$ cat src/rtl/hazard_scoreboard.sv
// hazard_scoreboard: in-flight writer scoreboard, stall generation, stall statistics; HAZARD_FORWARDING_EN adds forwarding selects
module hazard_scoreboard #(
   parameter int REGISTERNUMBER = 32,
   parameter int DEPTH = 3,
   parameter int RF_BYPASS = 1,
   parameter int FLUSH_DEPTH = 1,
   parameter int CNT_W = 32,
   localparam int RW = $clog2(REGISTERNUMBER),
   localparam int SW = $clog2(DEPTH + 1)
) (
   input  logic             clk,
   input  logic             rst_n,
   input  logic             id_valid,
   input  logic [RW-1:0]    id_rs,
   input  logic [RW-1:0]    id_rt,
   input  logic             id_use_rs,
   input  logic             id_use_rt,
   input  logic [RW-1:0]    id_rd,
   input  logic             id_reg_write,
   input  logic             id_is_load,
   input  logic             flush,
   input  logic             cnt_clr,
   output logic             stall,
   output logic [SW-1:0]    fwd_rs_sel,
   output logic [SW-1:0]    fwd_rt_sel,
   output logic [CNT_W-1:0] stall_count,
   output logic [CNT_W-1:0] hazard_count
);
   localparam int NM = RF_BYPASS != 0 ? DEPTH - 1 : DEPTH;
   logic [DEPTH-1:0] v, wr, ld, rs_m, rt_m;
   logic [RW-1:0]    rd [DEPTH];
   logic             stall_q;
   always_comb begin
      rs_m = '0;
      rt_m = '0;
      for (int i = 0; i < NM; i++) begin
         rs_m[i] = id_use_rs && id_rs != '0 && v[i] && wr[i] && rd[i] != '0 && rd[i] == id_rs;
         rt_m[i] = id_use_rt && id_rt != '0 && v[i] && wr[i] && rd[i] != '0 && rd[i] == id_rt;
      end
   end
`ifdef HAZARD_FORWARDING_EN
   // only a load still in EX cannot be forwarded in time
   assign stall = id_valid && !flush && (rs_m[0] || rt_m[0]) && ld[0];
   always_comb begin
      fwd_rs_sel = '0;
      fwd_rt_sel = '0;
      for (int i = DEPTH - 1; i >= 0; i--) begin
         fwd_rs_sel = rs_m[i] ? SW'(i + 1) : fwd_rs_sel;
         fwd_rt_sel = rt_m[i] ? SW'(i + 1) : fwd_rt_sel;
      end
   end
`else
   assign stall = id_valid && !flush && (|rs_m || |rt_m);
   assign fwd_rs_sel = '0;
   assign fwd_rt_sel = '0;
`endif
   always_ff @(posedge clk or negedge rst_n) begin
      if (!rst_n) begin
         v  <= '0;
         wr <= '0;
         ld <= '0;
         for (int i = 0; i < DEPTH; i++) rd[i] <= '0;
      end else begin
         v[0]  <= id_valid && !stall && !flush;
         rd[0] <= id_rd;
         wr[0] <= id_reg_write;
         ld[0] <= id_is_load;
         for (int i = 1; i < DEPTH; i++) begin
            v[i]  <= v[i-1] && !(flush && i <= FLUSH_DEPTH);
            rd[i] <= rd[i-1];
            wr[i] <= wr[i-1];
            ld[i] <= ld[i-1];
         end
      end
   end
   always_ff @(posedge clk or negedge rst_n) begin
      if (!rst_n) begin
         stall_q      <= 1'b0;
         stall_count  <= '0;
         hazard_count <= '0;
      end else begin
         stall_q      <= stall;
         stall_count  <= cnt_clr ? '0 : (stall && stall_count != '1) ? stall_count + CNT_W'(1) : stall_count;
         hazard_count <= cnt_clr ? '0 : (stall && !stall_q && hazard_count != '1) ? hazard_count + CNT_W'(1) : hazard_count;
      end
   end
endmodule

$ cat config.mk
export PLATFORM = sky130hd
export DESIGN_NAME = hazard_scoreboard
export DESIGN_NICKNAME = d
export VERILOG_FILES = /design/src/rtl/hazard_scoreboard.sv
export SDC_FILE = /design/constraint.sdc
export NUM_CORES = 1
export LEC_CHECK = 0
export BUFFER_PORTS_ARGS = -buffer_cell sky130_fd_sc_hd__buf_2
export CAP_MARGIN = 15
export CORE_ASPECT_RATIO = 2
export CORE_MARGIN = 2
export CORE_UTILIZATION = 30
export DETAILED_ROUTE_END_ITERATION = 8
export HOLD_SLACK_MARGIN = 0.06
export PLACE_DENSITY = 0.6
export SLEW_MARGIN = 40
export SYNTH_ARGS = -nofsm -noshare
export SYNTH_HDL_FRONTEND = slang
export SYNTH_SLANG_ARGS = --single-unit
export TNS_END_PERCENT = 20
$ cat constraint.sdc
create_clock -name clk -period 3.25 [get_ports clk]
set_input_delay 0.8125 -clock clk [delete_from_list [all_inputs] [get_ports clk]]
set_output_delay 0.8125 -clock clk [all_outputs]
set_load 0.01 [all_outputs]
==> reports/metrics.yaml <==
start_util_pct: 30.3
ir_drop_mv: 0.255
drt_wl_total_mm: 11.2
synth_top_area_cell: "dfrtp_1"
r2r_slack_ps: 550
die_area_um2: 16300
layout.cells.non_filler: 765
total_power_w: 0.00212
drv_slew: 0
hpwl_mm: 7.78
grtUsageTotal_pct: 13.8
postCtsHoldBufs: 0
die_width_um: 91.4
fin_nets: 588
fill_cells: 1544
synth.distinct_cells: 46
vias_per_cell: 5.23
maxCapViolations: 0
hold_path_class: "reg2reg"
cts_sinks: 79
cts-buffers-inserted: 9
gp_congestion: 0.811
grt-ovfl-total: 0
arrival_ps: 2280
cp-start-kind: "primary input"
synthTopCellsByArea: "dfrtp_1 (43%), or4_1 (4.6%), a21oi_1 (4.4%), mux2_2 (4.2%), nor2b_1 (3.4%)"
drt-pass1-iter-count: 5
synth_area_um2: 4580
ant_nets: 0
synth_edf_count: 0
diodes: 0
syn_to_final_growth_pct: 20.3
hold_viol: 0
syn_area_per_cell_um2: 9.49
clockBufferDepth: 2
fmax_ghz: 0.324
synth_seq_cells: 79
fp.dieH_um: 179
drive_above_1_share_pct: 26.3
async_reset_ff_share_pct: 100
fin_setup_tns_ps: 0
netlist.area_leader.share_pct: 43.1
initialDrtViolationCount: 190
timing.final.crit_period_ps: 3090
num_rows: 64
grt_pass1_wl_mm: 18.5
switching_share_pct: 22.5
hold_start: "wr[0]"
r2r_start: "hazard_count[10]"
clk_pin_slew_ps: 50
relSlewSlack_pct: 54.8
status: "completed"
antenna_found_initial: 0
pwr-share-seq_pct: 47.3
wire_per_inst_um: 14.7
grt_max_degree: 79
utilization_pct: 36.4
tightest_slew_ps: 678
power_density_nw_per_um2: 384
io_pins: 93
p_comb_share_pct: 4.6
drc: 0
htree_levels: 3
yosys_most_used_dff: "dfrtp_1"
post-cts-setup-buffers: 0
clockRootBuffer: "clkbuf_16"
synth-seq-area-share_pct: 43.1
tritoncts: "done"
crit_required_ps: 2440
criticalPathCategory: "in2out"
crit_path_end_kind: "output pin"
cts-resized-gates: 0
pwr-share-clk_pct: 48.1
core_um2: 15100
io_buffers: 87
dp.cells: 749
via_count: 3998
grt_setup_unrepaired: "false"
p_leak_nw: 2.32
setup_viol: 0
critical_path.startpoint: "id_rs[0]"
ys_warn_count: 0
p_int_w: 0.00164
clock_latency_ps: 330
switching_power_w: 0.000477
syn_inst: 483
path_max_fanout: 3
finClkSkew_ps: 10.1
first_global_vias: 3607
finalCritPeriodShare_pct: 95.0
[synthesized netlist by cell type, types with 12 or more instances]
| master | number |
|---|---|
| a21oi_1 | 40 |
| dfrtp_1 | 79 |
| nor2b_1 | 25 |
| mux2_2 | 17 |
| nand2_1 | 21 |
| o21ai_0 | 23 |
| nor2_1 | 34 |
| o31ai_1 | 17 |
| nand4_1 | 21 |
| xnor2_1 | 12 |
| or4_1 | 28 |
| or3_1 | 23 |
| clkbuf_1 | 17 |
| nand3_1 | 27 |
[power by group through the flow]
stage	combinational (W)	clock (W)	sequential [W]
after floorplan	0.0000515	0	0.00102
after global placement	0.0000998	0	0.00102
after detailed placement	0.000101	0	0.00102
after CTS	0.000101	0.00105	0.00100
after global routing	0.000111	0.00110	0.00100
final	0.0000985	0.00102	0.00100
[cells by family (layout without fill, tap and decap cells)]
family                     count (synthesis)  count (layout)  share of synthesized area (%)
muxes                                     25              25                           6.11
and+or+nand+nor                          233             233                           31.3
xor gates and xnor gates                  20              20                           3.82
other                                      1               4                         0.0818
DFF                                       79              79                           43.1
AOI/OAI and AO/OA                         85              85                           10.6
adders and majority gates                  2               2                          0.546
buffers and inverters                     38             119                           4.45
[final cells by class]
class                           instances  area, µm²  share of cell area [%]
Multi-Input combinational cell        369       2430                    44.0
Sequential cell                        79       1980                    35.9
Timing Repair Buffer                   98        546                    9.89
Tap cell                              198        248                    4.49
Clock buffer                           10        239                    4.33
Clock inverter                          6       60.1                    1.09
Inverter                                5       18.8                   0.340
[stage by stage]
step                setup slack (ps)  instance area (µm²)  hold slack (ps)
floorplan                        143                 4600              354
global placement                89.7                 5210              380
detailed placement              49.8                 5210              376
CTS                             95.6                 5510              389
global route                    46.0                 5510              400
finish                           162                 5510              384
[path summary, 6_finish.rpt]
kind | endpoint | cells after the start
max | stall | 8
min | wr[1] | 0
max reg2reg | hazard_count[9] | 8
min reg2reg | wr[1] | 0
max in group asynchronous | stall_count[19] | 2
min in group asynchronous | stall_count[7] | 1
[sequential cells by signal (all words and copies together) (netlist names)]
name          flops
hazard_count     32
v                 2
rd               10
stall_q           1
wr                2
stall_count      32
[cells in the final DEF, fill, tap and decap left out, drive strengths merged, types with 21 or more instances in the layout]
master / n
buf: 98
dfrtp: 79
a21oi: 41
nor2: 34
or4: 28
nand3: 27
nor2b: 25
mux2: 24
o21ai: 23
or3: 23
nand4: 21
nand2: 21
[critical path, cell delays in order]
cell      delay [ps]
buf_2            120
xnor2_1          150
nand3_1           90
or4_1            520
a21oi_2          230
o21bai_4         100
inv_1            100
buf_2            140
[routing by layer]
layer  GRT usage, %  share of wire, %  vias up  wire (µm)
met5              0                 0        -          0
met4           4.73               1.1        0        126
met3           2.31               4.4        9        495
met2           21.2                47      110       5250
met1           19.6                48     1920       5340
li1               -                 -     1959          -
Power figures use the tool's default switching activity.
